File: src/rtl/wb_pkg.sv
// Shared Wishbone definitions for the two-master arbiter slice.
package wb_pkg;

  localparam int WB_ADR_W = 22;
  localparam int WB_DAT_W = 32;
  localparam int WB_SEL_W = 4;

  typedef enum logic [1:0] {
    ST_IDLE  = 2'd0,
    ST_OWN   = 2'd1,
    ST_ABORT = 2'd2
  } wb_state_t;

endpackage

File: src/rtl/wb_watchdog.sv
// Bus watchdog: counts unanswered strobed cycles and flags expiry on the last one.
module wb_watchdog #(
  parameter int TIMEOUT = 255
) (
  input  logic i_clk,
  input  logic i_rst_n,
  input  logic i_en,
  output logic o_expire,
  output logic o_pulse
);

  localparam int TO_W = $clog2(TIMEOUT + 1);
  localparam logic [TO_W-1:0] LAST = TO_W'(TIMEOUT - 1);

  logic [TO_W-1:0] r_cnt;
  logic            r_pulse;
  logic            w_expire;

  assign w_expire = i_en && (r_cnt == LAST);
  assign o_expire = w_expire;
  assign o_pulse  = r_pulse;

  // o_pulse is the registered expiry, so it lands in the first ABORT cycle.
  always_ff @(posedge i_clk or negedge i_rst_n) begin
    if (!i_rst_n) begin
      r_cnt   <= '0;
      r_pulse <= 1'b0;
    end else begin
      r_pulse <= w_expire;
      if (!i_en || w_expire) r_cnt <= '0;
      else                   r_cnt <= r_cnt + TO_W'(1);
    end
  end

endmodule

File: src/rtl/wb_arbiter_2m.sv
// Two-master Wishbone classic arbiter: round-robin grant, owner muxing, watchdog abort.
module wb_arbiter_2m
  import wb_pkg::*;
#(
  parameter int ADR_W   = WB_ADR_W,
  parameter int TIMEOUT = 255
) (
  input  logic             in_clock,
  input  logic             in_reset_n,
  input  logic             in_m0_cyc,
  input  logic             in_m0_stb,
  input  logic             in_m0_we,
  input  logic [ADR_W-1:0] in_m0_adr,
  input  logic [3:0]       in_m0_sel,
  input  logic [31:0]      in_m0_wdat,
  output logic             out_m0_ack,
  output logic             out_m0_err,
  output logic [31:0]      out_m0_rdat,
  input  logic             in_m1_cyc,
  input  logic             in_m1_stb,
  input  logic             in_m1_we,
  input  logic [ADR_W-1:0] in_m1_adr,
  input  logic [3:0]       in_m1_sel,
  input  logic [31:0]      in_m1_wdat,
  output logic             out_m1_ack,
  output logic             out_m1_err,
  output logic [31:0]      out_m1_rdat,
  output logic             out_wb_cyc,
  output logic             out_wb_stb,
  output logic             out_wb_we,
  output logic [ADR_W-1:0] out_wb_adr,
  output logic [3:0]       out_wb_sel,
  output logic [31:0]      out_wb_wdat,
  input  logic             in_wb_ack,
  input  logic             in_wb_err,
  input  logic [31:0]      in_wb_rdat,
  output logic             out_owner,
  output logic             out_busy,
  output logic             out_timeout
);

  wb_state_t r_state, w_state_nxt;
  logic      r_owner, w_owner_nxt;
  logic      r_rr_last, w_rr_nxt;

  logic w_own_cyc, w_own_stb;
  logic w_wd_en, w_expire, w_to_pulse;

  assign w_own_cyc = r_owner ? in_m1_cyc : in_m0_cyc;
  assign w_own_stb = r_owner ? in_m1_stb : in_m0_stb;
  assign w_wd_en   = (r_state == ST_OWN) && w_own_stb && !in_wb_ack && !in_wb_err;

  wb_watchdog #(.TIMEOUT(TIMEOUT)) u_watchdog (
    .i_clk    (in_clock),
    .i_rst_n  (in_reset_n),
    .i_en     (w_wd_en),
    .o_expire (w_expire),
    .o_pulse  (w_to_pulse)
  );

  // rr_last resets to 1 so that a simultaneous first request goes to m0.
  always_ff @(posedge in_clock or negedge in_reset_n) begin
    if (!in_reset_n) begin
      r_state   <= ST_IDLE;
      r_owner   <= 1'b0;
      r_rr_last <= 1'b1;
    end else begin
      r_state   <= w_state_nxt;
      r_owner   <= w_owner_nxt;
      r_rr_last <= w_rr_nxt;
    end
  end

  always_comb begin
    w_state_nxt = r_state;
    w_owner_nxt = r_owner;
    w_rr_nxt    = r_rr_last;
    case (r_state)
      ST_IDLE: begin
        if (in_m0_cyc || in_m1_cyc) begin
          w_state_nxt = ST_OWN;
          if (in_m0_cyc && in_m1_cyc) w_owner_nxt = ~r_rr_last;
          else                        w_owner_nxt = in_m1_cyc;
        end
      end
      ST_OWN: begin
        if (!w_own_cyc) begin
          w_state_nxt = ST_IDLE;
          w_rr_nxt    = r_owner;
        end else if (w_expire) begin
          w_state_nxt = ST_ABORT;
        end
      end
      ST_ABORT: begin
        if (!w_own_cyc) begin
          w_state_nxt = ST_IDLE;
          w_rr_nxt    = r_owner;
        end
      end
      default: w_state_nxt = ST_IDLE;
    endcase
  end

  always_comb begin
    out_wb_cyc  = 1'b0;
    out_wb_stb  = 1'b0;
    out_wb_we   = 1'b0;
    out_wb_adr  = '0;
    out_wb_sel  = '0;
    out_wb_wdat = '0;
    out_m0_ack  = 1'b0;
    out_m0_err  = 1'b0;
    out_m0_rdat = '0;
    out_m1_ack  = 1'b0;
    out_m1_err  = 1'b0;
    out_m1_rdat = '0;
    if (r_state == ST_OWN) begin
      out_wb_cyc  = w_own_cyc;
      out_wb_stb  = w_own_stb;
      out_wb_we   = r_owner ? in_m1_we   : in_m0_we;
      out_wb_adr  = r_owner ? in_m1_adr  : in_m0_adr;
      out_wb_sel  = r_owner ? in_m1_sel  : in_m0_sel;
      out_wb_wdat = r_owner ? in_m1_wdat : in_m0_wdat;
      out_m0_ack  = !r_owner && in_wb_ack;
      out_m0_err  = !r_owner && in_wb_err;
      out_m1_ack  = r_owner && in_wb_ack;
      out_m1_err  = r_owner && in_wb_err;
      out_m0_rdat = in_wb_rdat;
      out_m1_rdat = in_wb_rdat;
    end else if (r_state == ST_ABORT) begin
      out_m0_err = !r_owner && w_to_pulse;
      out_m1_err = r_owner && w_to_pulse;
    end
  end

  assign out_busy    = (r_state != ST_IDLE);
  assign out_owner   = out_busy && r_owner;
  assign out_timeout = (r_state == ST_ABORT) && w_to_pulse;

endmodule

File: config.mk
export PLATFORM = sky130hd
export DESIGN_NAME = wb_arbiter_2m
export DESIGN_NICKNAME = d
export VERILOG_FILES = /design/src/rtl/wb_pkg.sv /design/src/rtl/wb_watchdog.sv /design/src/rtl/wb_arbiter_2m.sv
export SDC_FILE = /design/constraint.sdc
export NUM_CORES = 1
export LEC_CHECK = 0
export BUFFER_PORTS_ARGS = -buffer_cell sky130_fd_sc_hd__buf_4
export CAP_MARGIN = 0
export CORE_AREA = 2 2 114 116
export CTS_BUF_LIST = sky130_fd_sc_hd__clkbuf_16
export CTS_CLUSTER_DIAMETER = 150
export CTS_CLUSTER_SIZE = 20
export DETAILED_ROUTE_END_ITERATION = 8
export DIE_AREA = 0 0 116 118
export GPL_ROUTABILITY_DRIVEN = 0
export PLACE_DENSITY = 0.56
export SLEW_MARGIN = 20
export SYNTH_ARGS = -nofsm -noshare
export SYNTH_HDL_FRONTEND = slang
export SYNTH_SLANG_ARGS = --single-unit
File: constraint.sdc
create_clock -name in_clock -period 1.3 [get_ports in_clock]
set_input_delay 0.065 -clock in_clock [delete_from_list [all_inputs] [get_ports in_clock]]
set_output_delay 0.065 -clock in_clock [all_outputs]
set_load 0.02 [all_outputs]
==> results by group, run 1 <==
STA
  • Fin worst setup slack: -0.349 ns
  • Max-slew violation count: 0
  • Slew @ Worst Pin: 0.268 ns
  • Clock skew: around 0.0048 ns
  • Final hold vios: 0
  • Max frequency: ~610 MHz
  • Endpoints failing setup: between 100 and 150
  • Unrepaired setup endpoints after global routing: true
  • Setup TNS Final: -40.93 ns
  • Worst slew margin: 81.6%
  • Final period utilization: 127%
  • Minimum clock period: 1.65 ns

Status
  • Status: finished with violations
  • Failing checks: negative setup slack

Setup path
  • R2R depth: 6
  • WP data arrival: 1.58 ns
  • Required time worst endpoint: ~1.2 ns
  • RR Endpoint: u_watchdog.r_cnt[1]
  • Maximum fanout along the worst path: 6
  • CP Capture Type: output port
  • Setup Crit Path Kind: flip-flop to output port
  • Worst reg-to-reg setup slack: -0.30 ns
  • Startpoint types: flip-flop
  • Reg-to-Reg Start: r_owner
  • Worst setup path start: r_owner

Power and ir drop
  • Power Total: 13.9 mW
  • Cell Pwr Density: 2140 mW/mm²
  • Leakage: 3.17 nW
  • Peak supply drop: 1.08 mV

Synth
  • Top FF cell, synth: dfrtp_1
  • Yosys Warn Count: 0
  • Mapped Avg Cell Area: 8.04 µm²
  • Post-Syn Area: approximately 0.0023 mm²
  • Asr flop ratio synth: 100%
  • Seq cells post-synth: 13
  • Top post-synthesis cells by count: 61 x mux2i_1, 61 x nor2b_1, 38 x buf_4
  • Synth area leaders: mux2i_1 27%, nor2b_1 17%, dfrtp_1 13%
  • Post-Syn Nets: about 450
  • Mapped Cells: 282
  • Yosys top cell area share: 26.9%
  • Synth cell types: 30
  • Synth area leader: mux2i_1
  • Post-synth EDFFs: 0
  • Sequential area share after synthesis: 14.4%

Global route
  • GR Overflow Total: 0
  • GR Util All Layers: approximately 15%
  • Initial antenna violation count: 0
  • First-pass GRT wire length: 16600 µm
  • Largest net degree at the start of global routing: slightly below 50
  • Vias in the first global route: 3138

Drt
  • Pre-antenna DRT Iters: 4
  • Via Count: 3158
  • Final WL: 14100 µm
  • DR WL/cell: 18.6 µm
  • DRT iter0 DRCs: 50
  • Via-to-Cell Ratio: roughly 4.2
  • Antenna viol nets, final: 0
  • # DRC: 0

Min path
  • Hold Path Class: primary input to flip-flop
  • Hold path depth: 2
  • Hold_sp: in_m1_cyc
  • Min-Delay Endpoint: r_owner

Placement
  • Placed cell areas: 0.00473 mm²
  • DP HPWL: 8630 µm
  • IO Port Bufs: ~290

Finish
  • Fin util: 52.3%
  • Layout cells sized above 1: 87.6%
  • Final instance area: ~0.0065 mm²
  • Ant diodes: 0
  • Nets: 751
  • Fill cells: roughly 1100
  • Layout area overhead: 186%

Floorplanning
  • Initial Util: 18.3%
  • Height of the die: 118 µm
  • Total die area: 0.0137 mm²
  • Io pins: 290
  • Core box area: 0.0124 mm²
  • DIE WIDTH: 116 µm
  • Row cnt: 41

CTS
  • Number of buffers created by CTS: 3
  • CTS max path bufs: 2
  • H-tree depth: 1
  • Worst-path clk slew: 0.05 ns
  • Worst skew pair latency: between 0.2 and 0.3 ns
  • CTS tree: yes
  • CTS root buf: clkbuf_16
  • Clock Sinks: 13

Run
  • Max-Cap Viols: 0
[per-stage QoR]
step / std cells / worst slack [ns] / hold slack, ns
after global placement: 708 / -0.146 / -0.0865
after global routing: 759 / -0.383 / 0.147
after floorplan: 282 / -0.0607 / -0.231
after detailed placement: 708 / -0.212 / -0.0779
after CTS: 730 / -0.299 / 0.132
final: 759 / -0.349 / 0.126
[kinds of logic after synthesis]
logic type / Yosys count / share of synthesized area (%)
fa+ha+maj: 5 / 2.76
buf+inv: 60 / 16.4
compound gates: 12 / 3.59
flops: 13 / 14.4
xor+xnor: 6 / 2.32
simple gates: 124 / 33.1
mux: 62 / 27.4
[worst max-delay path by stage]
stage | endpoint | slack [ns] | cells past startpoint
after detailed placement | u_watchdog.r_cnt[7] | -0.21 | 5
after global placement | u_watchdog.r_cnt[5] | -0.15 | 5
after global routing | out_wb_adr[21] | -0.38 | 5
after CTS | out_m0_ack | -0.30 | 7
final | out_wb_adr[2] | -0.35 | 5
after floorplan | out_wb_adr[0] | -0.06 | 6
[critical path: stages (launching register included)]
cell       delay [ns]
dfrtp_4          0.52
buf_12           0.18
clkbuf_16        0.18
mux2i_2          0.23
nor2b_2          0.06
buf_4            0.16
[state kept, by name, indices dropped and copies added (netlist names)]
register	cells
r_owner	1
r_state	2
u_watchdog.r_cnt	8
r_rr_last	1
u_watchdog.o_pulse	1
[final cells by class]
type	count	area, µm²	share of cell area (%)
Inverter	8	32.5	0.501
Multi-Input combinational cell	209	2250	34.6
Clock buffer	3	75.1	1.16
Tap cell	172	215	3.32
Sequential cell	13	332	5.11
Timing Repair Buffer	353	3580	55.2
Clock inverter	1	3.75	0.0579
[where the power goes]
group          internal (mW)  switching, mW
Sequential             0.478         0.0807
Combinational           7.21           5.55
Clock                  0.406          0.180
[layout by cell type (no fill, tap or decap), drive strengths merged, types with 3 or more instances in the layout]
cell type    n
dfrtp       12
clkbuf      14
buf        341
inv          9
nor2b       61
xor2         5
a21oi        4
nand2b       3
nor2        11
mux2i       61
nand2        6
and2        33
ha           5
nand3        3
[what timing repair did]
item                                   in CTS  in global routing
hold buffers                                1                  0
cloned                                      5                 18
gates resized for setup                   109                128
pin swaps                                   5                 16
setup buffers                              13                 13
endpoints found under the hold margin      13                  0
setup endpoints to repair                 143                145
[per-layer routing]
metal	vias up	global-route usage [%]	routed length, µm
li1	1514	-	-
met1	1494	16.8	5340
met2	138	31.3	7690
met3	12	2.01	866
met4	0	1.64	189
met5	-	0	0
Note: power is estimated with default switching activity, not from simulation.
==> inputs of run 2 (changes only) <==
- CORE_AREA: 2 2 114 116 -> 2 2 112 114
- DIE_AREA: 0 0 116 118 -> 0 0 114 116
- PLACE_DENSITY: 0.56 -> 0.58
- SYNTH_HIERARCHICAL: default -> 1
==> run 2 against run 1 <==
  * The flow still finishes with violations (negative setup slack)
  * Clock power about the same
  * Largest cell class unchanged
  * Highest routed layer unchanged
  * Global-route usage rose by 2.5 points
  * Via count increased by 1.9%
  * Critical endpoint is now r_state[0]
  * Die area decreased by 3.4%
==> results by group, run 2 <==
Status
  • Status: finished with violations
  • Failing checks: negative setup slack

Drt
  • Via-to-Cell Ratio: 4.37
  • Via Count: around 3200
  • Pre-antenna DRT Iters: 4
  • Antenna viol nets, final: 0
  • DRT iter0 DRCs: 58
  • Final WL: 13200 µm
  • # DRC: 0
  • DR WL/cell: 18.0 µm

Synth
  • Post-Syn Nets: 450
  • Top FF cell, synth: dfrtp_1
  • Seq cells post-synth: 13
  • Yosys top cell area share: roughly a quarter
  • Post-synth EDFFs: 0
  • Post-Syn Area: 0.00233 mm²
  • Synth cell types: 37
  • Sequential area share after synthesis: 14.0%
  • Synth area leaders: mux2i_1 26%, nor2b_1 17%, dfrtp_1 13%
  • Most common cell in the netlist: nor2b_1
  • Yosys Warn Count: 6
  • Mapped Cells: 286
  • Top post-synthesis cells by count: 64 x nor2b_1, 61 x mux2i_1, 34 x buf_4
  • Asr flop ratio synth: 100%
  • Synth area leader: mux2i_1
  • Mapped Avg Cell Area: 8.13 µm²

Finish
  • Largest Register: u_watchdog/r_cnt
  • Nets: 754
  • Regs by FF count: u_watchdog/r_cnt x8, r_state x2
  • Max reg flops: 8
  • Commonest non-fill, non-tap cell in the layout: buf_4
  • Layout cells sized above 1: roughly 84%
  • Final Non-Filler Cells: 736
  • Most frequent cells in the layout: 195 x buf_4, 129 x buf_6, 60 x nor2b_2, 39 x mux2i_1, 33 x and2_4
  • Fin util: 52.9%
  • Layout area overhead: 171%
  • Ant diodes: 0

Floorplanning
  • Core box area: about 0.012 mm²
  • Io pins: 290
  • Total die area: around 0.013 mm²
  • DIE WIDTH: 114 µm
  • Row cnt: 40
  • Height of the die: 116 µm
  • Initial Util: 19.5%

Global route
  • Vias in the first global route: 3218
  • GR Overflow Total: 0
  • Initial antenna violation count: 0
  • GR Util All Layers: between 15 and 20%
  • First-pass GRT wire length: 18300 µm
  • Largest net degree at the start of global routing: 41

STA
  • Final hold vios: 0
  • Slew @ Worst Pin: roughly 0.27 ns
  • Unrepaired setup endpoints after global routing: true
  • Clock skew: 0.00152 ns
  • Final period utilization: 129%
  • Max frequency: around 600 MHz
  • Max-slew violation count: 0
  • Minimum clock period: 1.68 ns
  • Endpoints failing setup: 144
  • Worst slew margin: 81.5%
  • Fin worst setup slack: -0.381 ns

Setup path
  • WP data arrival: 1.80 ns
  • Required time worst endpoint: 1.42 ns
  • RR Endpoint: r_state[0]
  • Maximum fanout along the worst path: 2
  • Setup Crit Path Kind: flip-flop to flip-flop
  • R2R depth: 7
  • Startpoint types: flip-flop
  • Worst reg-to-reg setup slack: -0.38 ns
  • CP Capture Type: flip-flop
  • Reg-to-Reg Start: r_owner

CTS
  • CTS max path bufs: 2
  • CTS root buf: clkbuf_16
  • Worst skew pair latency: around 0.24 ns
  • H-tree depth: 1
  • Worst-path clk slew: 0.05 ns
  • Clock Sinks: 13
  • Number of buffers created by CTS: 3
  • CTS tree: yes

Placement
  • Dpl ws: -0.385 ns
  • IO Port Bufs: between 200 and 300
  • DP HPWL: 9340 µm
  • Cell total after placement: 699

Run
  • Max-Cap Viols: 0

Min path
  • Hold_sp: in_m1_cyc
  • Min-Delay Endpoint: r_owner
  • Hold Path Class: primary input to flip-flop
  • Hold path depth: 2

Power and ir drop
  • Peak supply drop: 0.892 mV
  • Leakage: 3.15 nW
  • Cell Pwr Density: between 2000 and 2500 mW/mm²
-- run 2: worst max-delay path, stage by stage, from the launching register on --
cell and delay, ns:
dfrtp_4 0.51, mux2i_4 0.20, nor2b_4 0.11, nor3b_4 0.22, and3_4 0.22, nand2b_4 0.12
a221oi_2 0.05, nor2b_1 0.14
-- run 2: logic make-up after synthesis --
family          share of synthesized area, %
compound gates                          5.38
xor+xnor                               0.753
fa+ha+maj                               3.23
buf+inv                                 16.6
flops                                   14.0
mux                                     26.3
simple gates                            33.7
-- run 2: per-stage QoR --
step                      hold slack (ns)  power [mW]  setup TNS [ns]  instance area, µm²
after floorplan                    -0.231        6.06           -8.06                2630
after global placement            -0.0801        8.65           -7.36                4830
after detailed placement          -0.0744        8.72          -11.51                4830
after CTS                           0.138        12.2          -39.34                5930
after global routing                0.164        14.0          -45.43                6300
final                               0.142        13.4          -37.99                6300
-- run 2: worst max path at each step --
stage	to	slack (ns)	start	cells after the start
after CTS	out_wb_wdat[28]	-0.36	r_owner	5
after detailed placement	r_state[0]	-0.38	r_owner	7
after global routing	r_state[0]	-0.44	r_owner	7
final	r_state[0]	-0.38	r_owner	7
after global placement	r_state[0]	-0.35	r_owner	7
after floorplan	r_state[0]	-0.53	r_state[1]	9
-- run 2: cell type report --
cell class	instances	area [µm²]
Sequential cell	13	330
Inverter	7	33.8
Clock inverter	1	3.75
Fill cell	1074	5610
Clock buffer	3	75.1
Timing Repair Buffer	350	3510
Multi-Input combinational cell	215	2160
Tap cell	147	184
-- run 2: layer usage --
layer | up-vias | wire length [µm] | track usage, %
li1 | 1538 | - | -
met1 | 1519 | 5090 | 21.2
met2 | 148 | 6980 | 33.2
met3 | 13 | 1050 | 3.87
met4 | 0 | 136 | 2.93
met5 | - | 0 | 0
-- run 2: timing repair --
| item | 4_1_cts | 5_1_grt |
|---|---|---|
| endpoints found under the hold margin | 13 | 0 |
| buffers inserted | 13 | 6 |
| endpoints found under the setup margin | 143 | 145 |
| resized for setup | 175 | 52 |
| pin swaps | 34 | 6 |
| hold buffers | 1 | 0 |
| cloned | 8 | 8 |
-- run 2: power by group --
group	switching, mW	leakage (nW)	total, mW	internal [mW]
combinational	5.38	2.93	12.3	6.87
sequential	0.0678	0.173	0.544	0.476
clock	0.179	0.0423	0.585	0.407
total	5.62	3.15	13.4	7.76
==> inputs of run 3 (changes only) <==
- RECOVER_POWER: default -> 25
- SETUP_SLACK_MARGIN: default -> 0.4
==> run 3 against run 2 <==
  * The run still ends with negative setup slack left
  * Register-to-register slack lost 0.02 ns
  * Critical path depth is the same
  * Combinational power grew 15%
  * Clock skew is essentially flat
  * Global-route usage shrank 0.51 points
  * Sequential cell count is the same
  * Total power grew 14%
  * Highest routed layer unchanged
==> results by group, run 3 (same netlist as run 2, synthesis figures left out) <==
Status
  • Failing checks: negative setup slack
  • Status: finished with violations

STA
  • Final period utilization: 131%
  • Final hold vios: 0
  • Worst slew margin: 48.3%
  • Slew @ Worst Pin: around 0.77 ns
  • Endpoints failing setup: 143
  • Unrepaired setup endpoints after global routing: true
  • Minimum clock period: 1.70 ns
  • Clock skew: 0.00142 ns
  • Max frequency: 589 MHz
  • Fin worst setup slack: -0.398 ns
  • Max-slew violation count: 0

Placement
  • DP HPWL: 9510 µm
  • Placed cell areas: 0.00515 mm²
  • IO Port Bufs: 289

Min path
  • Hold Path Class: primary input to flip-flop

Finish
  • Ant diodes: 0
  • Regs by FF count: u_watchdog/r_cnt x8, r_state x2
  • Max reg flops: 8
  • Layout cells sized above 1: 90.5%
  • Most frequent cells in the layout: 185 x buf_4, 139 x buf_6, 62 x nor2b_4, 52 x mux2i_4, 33 x and2_4
  • Final instance area: a little over 0.007 mm²
  • Commonest non-fill, non-tap cell in the layout: buf_4
  • Largest Register: u_watchdog/r_cnt
  • Nets: roughly 750
  • Layout area overhead: 205%

Floorplanning
  • DIE WIDTH: 114 µm
  • Total die area: ~0.013 mm²
  • Core box area: 0.0119 mm²
  • Height of the die: 116 µm
  • Initial Util: around a fifth
  • Io pins: 290
  • Row cnt: 40

Power and ir drop
  • Power share of the sequential group: 3.5%
  • Clk pwr share: 3.9%
  • Cell Pwr Density: approximately 2200 mW/mm²
  • Peak supply drop: 1.10 mV
  • Logic pwr share: 92.6%
  • Pint: 9.00 mW
  • P_sw: between 6 and 7 mW
  • Power Total: around 15 mW
  • Sw frac: 41.2%
  • Leakage: roughly 3.3 nW

Drt
  • # DRC: 0
  • Antenna viol nets, final: 0
  • Final WL: 14000 µm
  • Via Count: 3267
  • Pre-antenna DRT Iters: 4
  • DR WL/cell: 19.1 µm
  • Via-to-Cell Ratio: 4.45
  • DRT iter0 DRCs: 84

Global route
  • Vias in the first global route: roughly 3400
  • Largest net degree at the start of global routing: 37
  • Initial antenna violation count: 0
  • GR Overflow Total: 0
  • GR Util All Layers: 17.3%
  • First-pass GRT wire length: 17900 µm

Setup path
  • Worst-path cell chain: mux2i_4 -> nor2b_4 -> nor3b_4 -> and3_4 -> nand2b_4 -> a221oi_2 -> nor2b_1
  • Crit-path slowest cell: dfrtp_4
  • Required time worst endpoint: about 1.4 ns
  • WP data arrival: about 1.8 ns
  • CP Capture Type: flip-flop
  • Critical path's largest stage delay: about 0.50 ns
  • Maximum fanout along the worst path: 2
  • Setup Crit Path Kind: flip-flop to flip-flop
  • Startpoint types: flip-flop

Run
  • Max-Cap Viols: 0

CTS
  • Worst skew pair latency: roughly 0.24 ns
  • Number of buffers created by CTS: 3
  • CTS max path bufs: 2
  • Clock Sinks: 13
  • CTS tree: yes
  • Worst-path clk slew: about 0.05 ns
  • H-tree depth: 1
  • CTS root buf: clkbuf_16
[run 3: cell count changes in the layout (fill, tap and decap cells not counted), sizes merged]
cell | before | now
clkinv | 0 | 1
buf | 344 | 337
clkbuf | 8 | 13
inv | 8 | 7
[run 3: area by class of cell]
type | count | area, µm²
fill | 916 | 4820
timing repair buffer | 348 | 3500
multi-input combinational | 215 | 2970
sequential | 13 | 330
tap | 147 | 184
clock buffer | 3 | 75.1
inverter | 7 | 31.3
clock inverter | 1 | 5.00
[run 3: final timing paths]
check / from / end / slack [ns] / cells after the start
max in group asynchronous: in_reset_n / r_owner / 0.32 / 2
min in group asynchronous: in_reset_n / u_watchdog/r_cnt[0] / 0.41 / 2
worst min-delay path: in_m1_cyc / r_owner / 0.13 / 2
worst max-delay path: r_owner / r_state[0] / -0.40 / 7
worst max register to register: r_owner / r_state[0] / -0.40 / 7
worst min register to register: u_watchdog/r_cnt[1] / u_watchdog/r_cnt[1] / 0.54 / 2
[run 3: power by group through the flow]
stage	Combinational, mW	Clock, mW	Sequential [mW]
floorplan	6.46	0	0.505
CTS	11.6	0.600	0.536
global placement	9.13	0	0.516
finish	14.2	0.591	0.540
detailed placement	9.18	0	0.521
global route	14.8	0.612	0.552
[run 3: worst max-delay path, delay by kind of cell (launching register included)]
kind / cells / cell delay [ns]
AND/OR/NAND/NOR: 5 / 0.82
flip-flops: 1 / 0.50
AO/OA/AOI/OAI: 1 / 0.05
multiplexers: 1 / 0.20
[run 3: layer usage]
metal	up-vias	wire length [µm]	track usage (%)
met1	1523	4750	18.7
met2	181	7910	34.4
met4	0	329	3.66
li1	1542	-	-
met3	21	1050	3.66
met5	-	0	0
[run 3: per-stage QoR]
step	std cells	util, %	TNS, ns	setup WS, ns	hold WS (ns)
5_1_grt	734	59.5	-46.82	-0.465	0.145
6_report	734	59.5	-41.13	-0.398	0.130
2_1_floorplan	286	-	-9.76	-0.531	-0.231
4_1_cts	712	51.4	-42.45	-0.384	0.130
3_3_place_gp	699	43.2	-28.53	-0.361	-0.0763
3_5_place_dp	699	43.2	-31.53	-0.388	-0.0725
[run 3: timing repair]
item,4_1_cts,5_1_grt
pin swaps,8,22
endpoints found under the hold margin,13,0
gates cloned,3,13
hold buffers,1,0
gates resized for setup,169,137
setup endpoints to repair,145,145
setup buffers,5,9
